===== src/rtl/stage_writeback_ext_pkg.sv =====
// Shared types and constants for the writeback stage: load funct3 codes
// and the FSM state encoding.
package stage_writeback_ext_pkg;

    localparam logic [2:0] F3_LB  = 3'b000;
    localparam logic [2:0] F3_LH  = 3'b001;
    localparam logic [2:0] F3_LW  = 3'b010;
    localparam logic [2:0] F3_LD  = 3'b011;
    localparam logic [2:0] F3_LBU = 3'b100;
    localparam logic [2:0] F3_LHU = 3'b101;
    localparam logic [2:0] F3_LWU = 3'b110;

    typedef enum logic {
        IDLE      = 1'b0,
        WAIT_LOAD = 1'b1
    } wb_state_t;

endpackage


===== src/rtl/stage_writeback_ext_if.sv =====
// Bundle of MEM-side inputs, data-memory response and writeback outputs.
// master = upstream/environment side, slave = the writeback stage.
interface stage_writeback_ext_if #(
    parameter int XLEN     = 32,
    parameter int RADDR_W  = 5,
    parameter int RETIRE_W = 32
) ();
    localparam int OFS_W = $clog2(XLEN / 8);

    logic                mem_valid;
    logic [RADDR_W-1:0]  mem_rd;
    logic                mem_wr_enable;
    logic                mem_to_reg;
    logic [2:0]          mem_funct3;
    logic [OFS_W-1:0]    mem_byte_ofs;
    logic [XLEN-1:0]     mem_alu_result;
    logic                dmem_rvalid;
    logic [XLEN-1:0]     dmem_rdata;

    logic                wb_stall;
    logic                wb_valid;
    logic [RADDR_W-1:0]  wb_rd;
    logic                wb_wr_enable;
    logic [XLEN-1:0]     wb_write_data;
    logic [RETIRE_W-1:0] wb_retire_count;

    modport master (
        output mem_valid, mem_rd, mem_wr_enable, mem_to_reg, mem_funct3,
               mem_byte_ofs, mem_alu_result, dmem_rvalid, dmem_rdata,
        input  wb_stall, wb_valid, wb_rd, wb_wr_enable, wb_write_data,
               wb_retire_count
    );

    modport slave (
        input  mem_valid, mem_rd, mem_wr_enable, mem_to_reg, mem_funct3,
               mem_byte_ofs, mem_alu_result, dmem_rvalid, dmem_rdata,
        output wb_stall, wb_valid, wb_rd, wb_wr_enable, wb_write_data,
               wb_retire_count
    );
endinterface


===== src/rtl/stage_writeback_ext_load_extend.sv =====
// Combinational load alignment and sign/zero extension. The offset is
// rounded down to the access size, so misaligned low bits are ignored.
module load_extend
    import stage_writeback_ext_pkg::*;
#(
    parameter int XLEN = 32
) (
    input  logic [2:0]                 funct3,
    input  logic [$clog2(XLEN/8)-1:0]  byte_ofs,
    input  logic [XLEN-1:0]            rdata,
    output logic [XLEN-1:0]            ext_data
);
    localparam int OFS_W = $clog2(XLEN / 8);

    logic [OFS_W-1:0] ofs_h;
    logic [OFS_W-1:0] ofs_w;
    logic [7:0]       b;
    logic [15:0]      h;
    logic [31:0]      w;

    // Pick the byte/half/word lane addressed by the (size-aligned) offset.
    always_comb begin
        ofs_h = byte_ofs & ~OFS_W'(1);
        ofs_w = byte_ofs & ~OFS_W'(3);
        b     = rdata[{byte_ofs, 3'b000} +: 8];
        h     = rdata[{ofs_h, 3'b000} +: 16];
        w     = rdata[{ofs_w, 3'b000} +: 32];
    end

    // Extend according to the load type; unknown codes pass the word through.
    // For XLEN=32 the word cases collapse to the raw word.
    always_comb begin
        ext_data = rdata;
        case (funct3)
            F3_LB:   ext_data = XLEN'($signed(b));
            F3_LH:   ext_data = XLEN'($signed(h));
            F3_LW:   ext_data = XLEN'($signed(w));
            F3_LBU:  ext_data = XLEN'(b);
            F3_LHU:  ext_data = XLEN'(h);
            F3_LWU:  ext_data = XLEN'(w);
            F3_LD:   ext_data = rdata;
            default: ext_data = rdata;
        endcase
    end
endmodule


===== src/rtl/stage_writeback_ext.sv =====
// Writeback stage: retires one instruction per cycle, waits on late load
// data (stalling upstream), extends loads, masks x0 writes and counts
// retirements. All wb_* outputs except wb_stall are registered.
module stage_writeback_ext
    import stage_writeback_ext_pkg::*;
#(
    parameter int XLEN     = 32,
    parameter int RADDR_W  = 5,
    parameter int RETIRE_W = 32
) (
    input  logic                 clk,
    input  logic                 rst,
    stage_writeback_ext_if.slave bus
);
    localparam int OFS_W = $clog2(XLEN / 8);

    wb_state_t           state;
    logic [RADDR_W-1:0]  lat_rd;
    logic [2:0]          lat_funct3;
    logic [OFS_W-1:0]    lat_ofs;
    logic                lat_wr_enable;

    logic                wb_valid_q;
    logic [RADDR_W-1:0]  wb_rd_q;
    logic                wb_wr_enable_q;
    logic [XLEN-1:0]     wb_write_data_q;
    logic [RETIRE_W-1:0] retire_count_q;

    logic                in_wait;
    logic [2:0]          sel_funct3;
    logic [OFS_W-1:0]    sel_ofs;
    logic [XLEN-1:0]     ext_data;
    logic                retire_now;
    logic [RADDR_W-1:0]  retire_rd;
    logic                retire_we;
    logic [XLEN-1:0]     retire_data;
    logic                load_miss;

    assign in_wait   = (state == WAIT_LOAD);
    assign load_miss = !in_wait && bus.mem_valid && bus.mem_to_reg && !bus.dmem_rvalid;

    // While waiting, decode the response with the fields captured at issue.
    assign sel_funct3 = in_wait ? lat_funct3 : bus.mem_funct3;
    assign sel_ofs    = in_wait ? lat_ofs    : bus.mem_byte_ofs;

    load_extend #(.XLEN(XLEN)) u_load_extend (
        .funct3   (sel_funct3),
        .byte_ofs (sel_ofs),
        .rdata    (bus.dmem_rdata),
        .ext_data (ext_data)
    );

    // Decide whether something retires on the coming edge and with what.
    always_comb begin
        retire_now  = 1'b0;
        retire_rd   = bus.mem_rd;
        retire_we   = bus.mem_wr_enable;
        retire_data = bus.mem_alu_result;
        if (in_wait) begin
            retire_now  = bus.dmem_rvalid;
            retire_rd   = lat_rd;
            retire_we   = lat_wr_enable;
            retire_data = ext_data;
        end else if (bus.mem_valid && (!bus.mem_to_reg || bus.dmem_rvalid)) begin
            retire_now  = 1'b1;
            retire_data = bus.mem_to_reg ? ext_data : bus.mem_alu_result;
        end
    end

    // Upstream holds while a load is outstanding and its data is not here yet.
    assign bus.wb_stall = load_miss || (in_wait && !bus.dmem_rvalid);

    // FSM, captured load fields, output registers and retire counter.
    always_ff @(posedge clk) begin
        if (rst) begin
            state           <= IDLE;
            lat_rd          <= '0;
            lat_funct3      <= '0;
            lat_ofs         <= '0;
            lat_wr_enable   <= 1'b0;
            wb_valid_q      <= 1'b0;
            wb_rd_q         <= '0;
            wb_wr_enable_q  <= 1'b0;
            wb_write_data_q <= '0;
            retire_count_q  <= '0;
        end else begin
            wb_valid_q     <= retire_now;
            wb_wr_enable_q <= retire_now && retire_we && (retire_rd != '0);
            if (retire_now) begin
                wb_rd_q         <= retire_rd;
                wb_write_data_q <= retire_data;
                retire_count_q  <= retire_count_q + RETIRE_W'(1);
            end
            case (state)
                IDLE: begin
                    if (load_miss) begin
                        lat_rd        <= bus.mem_rd;
                        lat_funct3    <= bus.mem_funct3;
                        lat_ofs       <= bus.mem_byte_ofs;
                        lat_wr_enable <= bus.mem_wr_enable;
                        state         <= WAIT_LOAD;
                    end
                end
                WAIT_LOAD: begin
                    if (bus.dmem_rvalid) state <= IDLE;
                end
                default: state <= IDLE;
            endcase
        end
    end

    assign bus.wb_valid        = wb_valid_q;
    assign bus.wb_rd           = wb_rd_q;
    assign bus.wb_wr_enable    = wb_wr_enable_q;
    assign bus.wb_write_data   = wb_write_data_q;
    assign bus.wb_retire_count = retire_count_q;
endmodule

===== src/flat_wrapper.sv =====
// flat-port wrapper written by rule: the top's interface ports become plain ports
module stage_writeback_ext_flat import stage_writeback_ext_pkg::*;
#(
    parameter int XLEN     = 32,
    parameter int RADDR_W  = 5,
    parameter int RETIRE_W = 32
)
  (clk, rst, bus_mem_valid, bus_mem_rd, bus_mem_wr_enable, bus_mem_to_reg, bus_mem_funct3, bus_mem_byte_ofs, bus_mem_alu_result, bus_dmem_rvalid, bus_dmem_rdata, bus_wb_stall, bus_wb_valid, bus_wb_rd, bus_wb_wr_enable, bus_wb_write_data, bus_wb_retire_count);
  stage_writeback_ext_if #(.XLEN(XLEN), .RADDR_W(RADDR_W), .RETIRE_W(RETIRE_W)) bus_i ();
  input  logic clk;
  input  logic rst;
  input wire logic [$bits(bus_i.mem_valid)-1:0] bus_mem_valid;
  input wire logic [$bits(bus_i.mem_rd)-1:0] bus_mem_rd;
  input wire logic [$bits(bus_i.mem_wr_enable)-1:0] bus_mem_wr_enable;
  input wire logic [$bits(bus_i.mem_to_reg)-1:0] bus_mem_to_reg;
  input wire logic [$bits(bus_i.mem_funct3)-1:0] bus_mem_funct3;
  input wire logic [$bits(bus_i.mem_byte_ofs)-1:0] bus_mem_byte_ofs;
  input wire logic [$bits(bus_i.mem_alu_result)-1:0] bus_mem_alu_result;
  input wire logic [$bits(bus_i.dmem_rvalid)-1:0] bus_dmem_rvalid;
  input wire logic [$bits(bus_i.dmem_rdata)-1:0] bus_dmem_rdata;
  output wire logic [$bits(bus_i.wb_stall)-1:0] bus_wb_stall;
  output wire logic [$bits(bus_i.wb_valid)-1:0] bus_wb_valid;
  output wire logic [$bits(bus_i.wb_rd)-1:0] bus_wb_rd;
  output wire logic [$bits(bus_i.wb_wr_enable)-1:0] bus_wb_wr_enable;
  output wire logic [$bits(bus_i.wb_write_data)-1:0] bus_wb_write_data;
  output wire logic [$bits(bus_i.wb_retire_count)-1:0] bus_wb_retire_count;
  assign bus_i.mem_valid = bus_mem_valid;
  assign bus_i.mem_rd = bus_mem_rd;
  assign bus_i.mem_wr_enable = bus_mem_wr_enable;
  assign bus_i.mem_to_reg = bus_mem_to_reg;
  assign bus_i.mem_funct3 = bus_mem_funct3;
  assign bus_i.mem_byte_ofs = bus_mem_byte_ofs;
  assign bus_i.mem_alu_result = bus_mem_alu_result;
  assign bus_i.dmem_rvalid = bus_dmem_rvalid;
  assign bus_i.dmem_rdata = bus_dmem_rdata;
  assign bus_wb_stall = bus_i.wb_stall;
  assign bus_wb_valid = bus_i.wb_valid;
  assign bus_wb_rd = bus_i.wb_rd;
  assign bus_wb_wr_enable = bus_i.wb_wr_enable;
  assign bus_wb_write_data = bus_i.wb_write_data;
  assign bus_wb_retire_count = bus_i.wb_retire_count;
  stage_writeback_ext #(.XLEN(XLEN), .RADDR_W(RADDR_W), .RETIRE_W(RETIRE_W)) u_core (.clk(clk), .rst(rst), .bus(bus_i));
endmodule

===== config.mk =====
export PLATFORM = sky130hd
export DESIGN_NAME = stage_writeback_ext_flat
export DESIGN_NICKNAME = d
export VERILOG_FILES = /design/src/rtl/stage_writeback_ext_pkg.sv /design/src/rtl/stage_writeback_ext_if.sv /design/src/rtl/stage_writeback_ext_load_extend.sv /design/src/rtl/stage_writeback_ext.sv /design/src/flat_wrapper.sv
export SDC_FILE = /design/constraint.sdc
export NUM_CORES = 1
export LEC_CHECK = 0
export CORE_MARGIN = 10
export CORE_UTILIZATION = 45
export CTS_CLUSTER_DIAMETER = 120
export DETAILED_ROUTE_END_ITERATION = 8
export PLACE_DENSITY = 0.8
export SYNTH_ARGS = -nofsm -noshare
export SYNTH_HDL_FRONTEND = slang
export SYNTH_SLANG_ARGS = --single-unit

===== constraint.sdc =====
create_clock -name clk -period 2.45 [get_ports clk]
set_input_delay 0.6125 -clock clk [delete_from_list [all_inputs] [get_ports clk]]
set_output_delay 0.6125 -clock clk [all_outputs]
set_load 0.005 [all_outputs]

# Word level (Yosys, flattened, before mapping)
# Cells that the tools add are included.
[totals] ramBits=0 out_inout_bits=72 latch_bits=0 word_cells=45 rom_bits=0 mem_count=0 reg_bits=83 input_bits=80
[op_classes] n_lt_le_gt_ge=0 shift=2 add_sub_neg=1 n_bitwise=1 eq_ne=3 n_div=0 muxes=13 multipliers=0 reduce_logical=15
[op_table] cell="32-bit case mux with 4 select lines" n=1
[op_table] cell="32-bit 2-to-1 mux" n=3
[op_table] cell="32-bit by 1-bit adder with 32-bit output (second input constant)" n=1
[op_table] cell="32-bit by 6-bit indexed part select with 16-bit output" n=1
[op_table] cell="32-bit by 6-bit indexed part select with 8-bit output" n=1
[op_table] cell="1-bit logical AND" n=7
[op_table] cell="3-bit equality test (second input constant)" n=2
[op_table] cell="1-bit 2-to-1 mux" n=5
[op_table] cell="5-bit 2-to-1 mux" n=1
[op_table] cell="5-bit nonzero test" n=1
[op_table] cell="3-bit by 1-bit equality test with 1-bit output (second input constant)" n=1
[op_table] cell="1-bit zero test" n=3
[op_table] cell="3-bit zero test" n=1
[op_table] cell="3-bit 2-to-1 mux" n=1
[op_table] cell="1-bit logical OR" n=2
[op_table] cell="2-bit 2-to-1 mux" n=1
[op_table] cell="1-bit case mux with 2 select lines" n=1
[op_table] cell="2-bit AND reduction" n=1
[op_table] cell="1-bit NOT" n=1

# Logic depth before layout (Yosys ltp)
[logic_depth] depth_word=7 ltp_mapped=8 depth_no_buf=6

# Cells and area by module
# From an unflattened synthesis, not the netlist that was laid out.
[unflattened] hier_cells=535 area_unflattened_um2=4700.8
[by_module_without_submodules] module="stage_writeback_ext" n_inst=1 cells_each=425 area_each_um2=3739.8 seq_area_each_um2=1661.6
[by_module_without_submodules] module="load_extend" n_inst=1 cells_each=110 area_each_um2=960.9 seq_area_each_um2=0.0

# Worst setup path before layout
# Ideal clock, no wire load.
[synth_path] path_type="input port to flip-flop" from="input bus_mem_byte_ofs[1]" to="register u_core.wb_write_data_q[22], in the netlist u_core.bus.wb_write_data[22]" slack_ns=0.571 setup_time_ns=0.140 path_buffers=1 arrival_time_ns=1.739 required_ns=2.310 cell_stages=6 cell_sequence="mux2_4 mux2i_4 mux2i_2 a21oi_2 buf_6 a211oi_2"
[synth_via] elab_chain_len=6 elab_cells_between_ends=7 classes_between="2 x shift; 5 x mux"
[synth_rtl] element="start: declaration" line_no="flat_wrapper.sv:17" source="input wire logic [$bits(bus_i.mem_byte_ofs)-1:0] bus_mem_byte_ofs;"
[synth_rtl] element="2-bit 2-to-1 mux *" line_no="stage_writeback_ext.sv:44" source="assign sel_ofs = in_wait ? lat_ofs : bus.mem_byte_ofs;"
[synth_rtl] element="32-bit by 6-bit indexed part select with 16-bit output or 32-bit by 6-bit indexed part select with 8-bit output (tied branches)" line_no="stage_writeback_ext_load_extend.sv:26, stage_writeback_ext_load_extend.sv:25"
[synth_rtl] element="32-bit case mux with 4 select lines *" line_no="stage_writeback_ext_load_extend.sv:34" source="case (funct3)"
[synth_rtl] element="32-bit 2-to-1 mux" line_no="stage_writeback_ext.sv:66" source="retire_data = bus.mem_to_reg ? ext_data : bus.mem_alu_result;"
[synth_rtl] element="32-bit 2-to-1 mux" line_no="stage_writeback_ext.sv:64" source="end else if (bus.mem_valid && (!bus.mem_to_reg || bus.dmem_rvalid)) begin"
[synth_rtl] element="32-bit 2-to-1 mux *" line_no="stage_writeback_ext.sv:59" source="if (in_wait) begin"
[synth_rtl] element="end signal: assignment" line_no="stage_writeback_ext.sv:91" source="wb_write_data_q <= retire_data;"
[synth_rtl] element="end: declaration" line_no="stage_writeback_ext.sv:26" source="logic [XLEN-1:0] wb_write_data_q;"
# Every way passes the cells marked *; elsewhere a longest branch is shown, timed or not.
# A chain may end at the register's enable or synchronous reset.

# Worst setup path in the final report
[layout_path] from="input bus_mem_valid" to="register u_core.retire_count_q[26], in the netlist u_core.bus.wb_retire_count[26]"
[layout_via] elab_chain_len=3
[layout_rtl] element="start: declaration" line_no="flat_wrapper.sv:12" source="input wire logic [$bits(bus_i.mem_valid)-1:0] bus_mem_valid;"
[layout_rtl] element="1-bit logical AND" line_no="stage_writeback_ext.sv:64"
[layout_rtl] element="1-bit 2-to-1 mux" line_no="stage_writeback_ext.sv:64"
[layout_rtl] element="1-bit 2-to-1 mux" line_no="stage_writeback_ext.sv:59"
[layout_rtl] element="end signal: assignment" line_no="stage_writeback_ext.sv:92" source="retire_count_q <= retire_count_q + RETIRE_W'(1);"
[layout_rtl] element="end: declaration" line_no="stage_writeback_ext.sv:27" source="logic [RETIRE_W-1:0] retire_count_q;"
# No other way between the ends.

==> results.json <==
{
  "ys_ff_latch": 83,
  "nets": 719,
  "routed_via_density": 5.956,
  "port_buffers": 151,
  "slowest_delay_ns": 0.51,
  "h-tree-depth": 3,
  "synth_top_area_share_pct": 39.10,
  "hold_viol_final": 0,
  "final_area_mm2": 0.006205,
  "via_count": 4491,
  "layout-drive-gt1-share_pct": 12.29,
  "crit_path_end_kind": "flop",
  "worst_slack_ns": 0.1594,
  "power_density_mw_per_mm2": 509.4,
  "finalMaxSlewViolations": 0,
  "setup_viol_count_final": 0,
  "rsz0062_at_grt": "false",
  "cts_inserted_buffers": 9,
  "ant_nets": 0,
  "avgSynthCellArea_um2": 8.889,
  "wl_per_cell_um": 19.58,
  "root_buffer": "clkbuf_8",
  "yosysWarnings": 0,
  "start_util_pct": 46.20,
  "synthTopCellsByArea": "dfxtp_1 39%, nand2_1 4.9%, a21oi_1 3.5%",
  "cp.arrival_ns": 2.56,
  "drt_wl_total_mm": 14.76,
  "n_fill_cell": 739,
  "cts_resized": 0,
  "grt-ovfl-total": 0,
  "syn_area_mm2": 0.004249,
  "synth-edff-count": 0,
  "synth_area_leader_cell": "dfxtp_1",
  "diodes": 0,
  "tightestPinTransition_ns": 0.6402,
  "dp_slack_ns": -0.1710,
  "leakage_nw": 2.121,
  "hold_path_class": "reg -> reg",
  "core_mm2": 0.009196,
  "required_ns": 2.72,
  "first_pass_iters": 5,
  "ys_types": 55,
  "cts.sinks": 83,
  "synthFlopType": "dfxtp_1",
  "ys_seq_area_share_pct": 39.10,
  "cp_num_buf_inv": 2,
  "synth-async-reset-ratio_pct": 0,
  "fin_skew_ns": 0.01125,
  "instances_no_fill": 754,
  "yosysMostFrequentCell": "dfxtp_1",
  "grt_max_degree": 57,
  "cp_top_family": "simple AND/OR/NAND/NOR gates",
  "clk_pin_slew_ns": 0.09,
  "grt_pass1_wl_mm": 22.82,
  "drt-initial-drc-count": 328,
  "synth_common_cells": "83 x dfxtp_1, 55 x nand2_1, 36 x nor2_1, 30 x a21oi_1",
  "insertion_delay_ns": 0.35,
  "drv_cap": 0,
  "status": "complete, no violations",
  "drc": 0,
  "crit_fanout": 11,
  "chipHeight_um": 117.2,
  "ir_drop_v": 0.0003225,
  "place_area_mm2": 0.006016,
  "cts_setup_buffers": 0,
  "grt_pass1_vias": 4308,
  "pin_count": 152,
  "min_period_ns": 2.291,
  "dp.cells": 738,
  "grt_usage_pct": 20.96,
  "slew_headroom_pct": 57.03,
  "worstSetupStartpointType": "input port",
  "die_w_um": 117.2,
  "cp_cell_sequence": "clkdlybuf4s50_1 -> buf_4 -> o211ai_1 -> nor2_2 -> nand3_1 -> or4_1 -> a21oi_1",
  "antenna_found_initial": 0,
  "min_period_over_period_pct": 93.49,
  "hold_buffers": 0,
  "cts_tree": "done",
  "clockBufferDepth": 2,
  "die_area_mm2": 0.01373,
  "syn-num-nets": 559,
  "crit_type": "in -> reg",
  "slowest_stage": "or4_1",
  "gp_congestion": 0.8672,
  "syn2layout_area_growth_pct": 46.02,
  "place_hpwl_mm": 11.23,
  "fmax_mhz": 436.6,
  "row_count": 35,
  "netlist_instances": 478
}
-- metal layers --
metal	up-vias	track usage (%)	wire length, um
li1	2128	-	-
met1	2113	25.62	5901
met2	233	34.37	6922
met3	17	7.543	1756
met4	0	5.025	181
met5	-	0	0
-- per-stage QoR --
stage          utilization [%]  power [W]  hold WS (ns)  setup TNS (ns)
5_1_grt                  67.47   0.003300        0.4879               0
2_1_floorplan                -   0.001811        0.4367               0
4_1_cts                  67.44   0.003174        0.4625               0
3_5_place_dp             65.42   0.002208        0.4519         -0.5769
3_3_place_gp             65.42   0.002193        0.4448       -0.004823
6_report                 67.47   0.003160        0.4579               0
-- cells by family (layout without fill, tap and decap cells) --
| group | count (synthesis) | after routing | synth area share, % |
|---|---|---|---|
| AND/OR/NAND/NOR | 156 | 156 | 17.70 |
| adder cells (fa/ha/maj) | 1 | 1 | 0.2944 |
| flip-flops | 83 | 83 | 39.10 |
| XOR/XNOR | 22 | 22 | 4.535 |
| AO/OA/AOI/OAI | 153 | 153 | 25.77 |
| buffers and inverters | 39 | 204 | 4.535 |
| multiplexers | 24 | 24 | 8.068 |
-- worst paths after layout --
kind,slack (ns),cells after the start,end,from
max,0.16,7,u_core.bus.wb_retire_count[26]$_SDFFE_PP0P_,bus_mem_valid
min,0.46,2,u_core.lat_funct3[2]$_SDFFE_PP0P_,u_core.lat_funct3[2]$_SDFFE_PP0P_
max reg2reg,0.17,6,u_core.bus.wb_retire_count[26]$_SDFFE_PP0P_,u_core.bus.wb_retire_count[0]$_SDFFE_PP0P_
min reg2reg,0.46,2,u_core.lat_funct3[2]$_SDFFE_PP0P_,u_core.lat_funct3[2]$_SDFFE_PP0P_
-- sequential cells by signal, summed over array words and instances (netlist names) --
| name | flops |
|---|---|
| u_core.bus.wb_retire_count | 32 |
| u_core.bus.wb_write_data | 32 |
| u_core.bus.wb_rd | 5 |
| u_core.lat_rd | 5 |
| u_core.lat_funct3 | 3 |
| u_core.lat_ofs | 2 |
| u_core.bus.wb_valid | 1 |
| u_core.bus.wb_wr_enable | 1 |
| u_core.in_wait | 1 |
| u_core.lat_wr_enable | 1 |
-- power breakdown --
group / internal [W] / switching (W)
clock: 0.000473 / 0.000503
combinational: 0.000396 / 0.000324
sequential: 0.00141 / 0.0000507
-- final cells by class --
type	instances	area (um2)	share of cell area, %
Clock buffer	12	135.1	2.178
Clock inverter	4	51.30	0.8268
Inverter	6	22.52	0.3630
Multi-Input combinational cell	356	2404	38.74
Sequential cell	83	1662	26.78
Tap cell	111	138.9	2.238
Timing Repair Buffer	182	1792	28.88
-- cells in the final DEF, fill, tap and decap left out, types with 3 or more instances in the layout --
cell type / instances
clkdlybuf4s50_1: 149
dfxtp_1: 83
nand2_1: 55
nor2_1: 36
a21oi_1: 30
buf_4: 27
o21ai_0: 21
o22ai_1: 20
a22oi_1: 15
nand3_1: 13
mux2i_1: 13
xnor2_1: 13
a221oi_1: 12
a211oi_1: 11
a211oi_2: 10
nor3_1: 10
or3_1: 9
nand4_1: 9
xor2_1: 9
clkbuf_8: 9
a222oi_1: 7
inv_1: 6
nor4_1: 6
mux2i_4: 5
o221ai_1: 4
buf_12: 4
a31oi_1: 3
o2bb2ai_1: 3
and3_1: 3
or4_1: 3
clkbuf_1: 3
-- tightest hold or removal path, delay by kind of cell (launching register included) --
kind	cells	cell delay, ns
flops	1	0.31
simple gates	1	0.05
compound gates	1	0.05
Power figures use the tool's default switching activity.
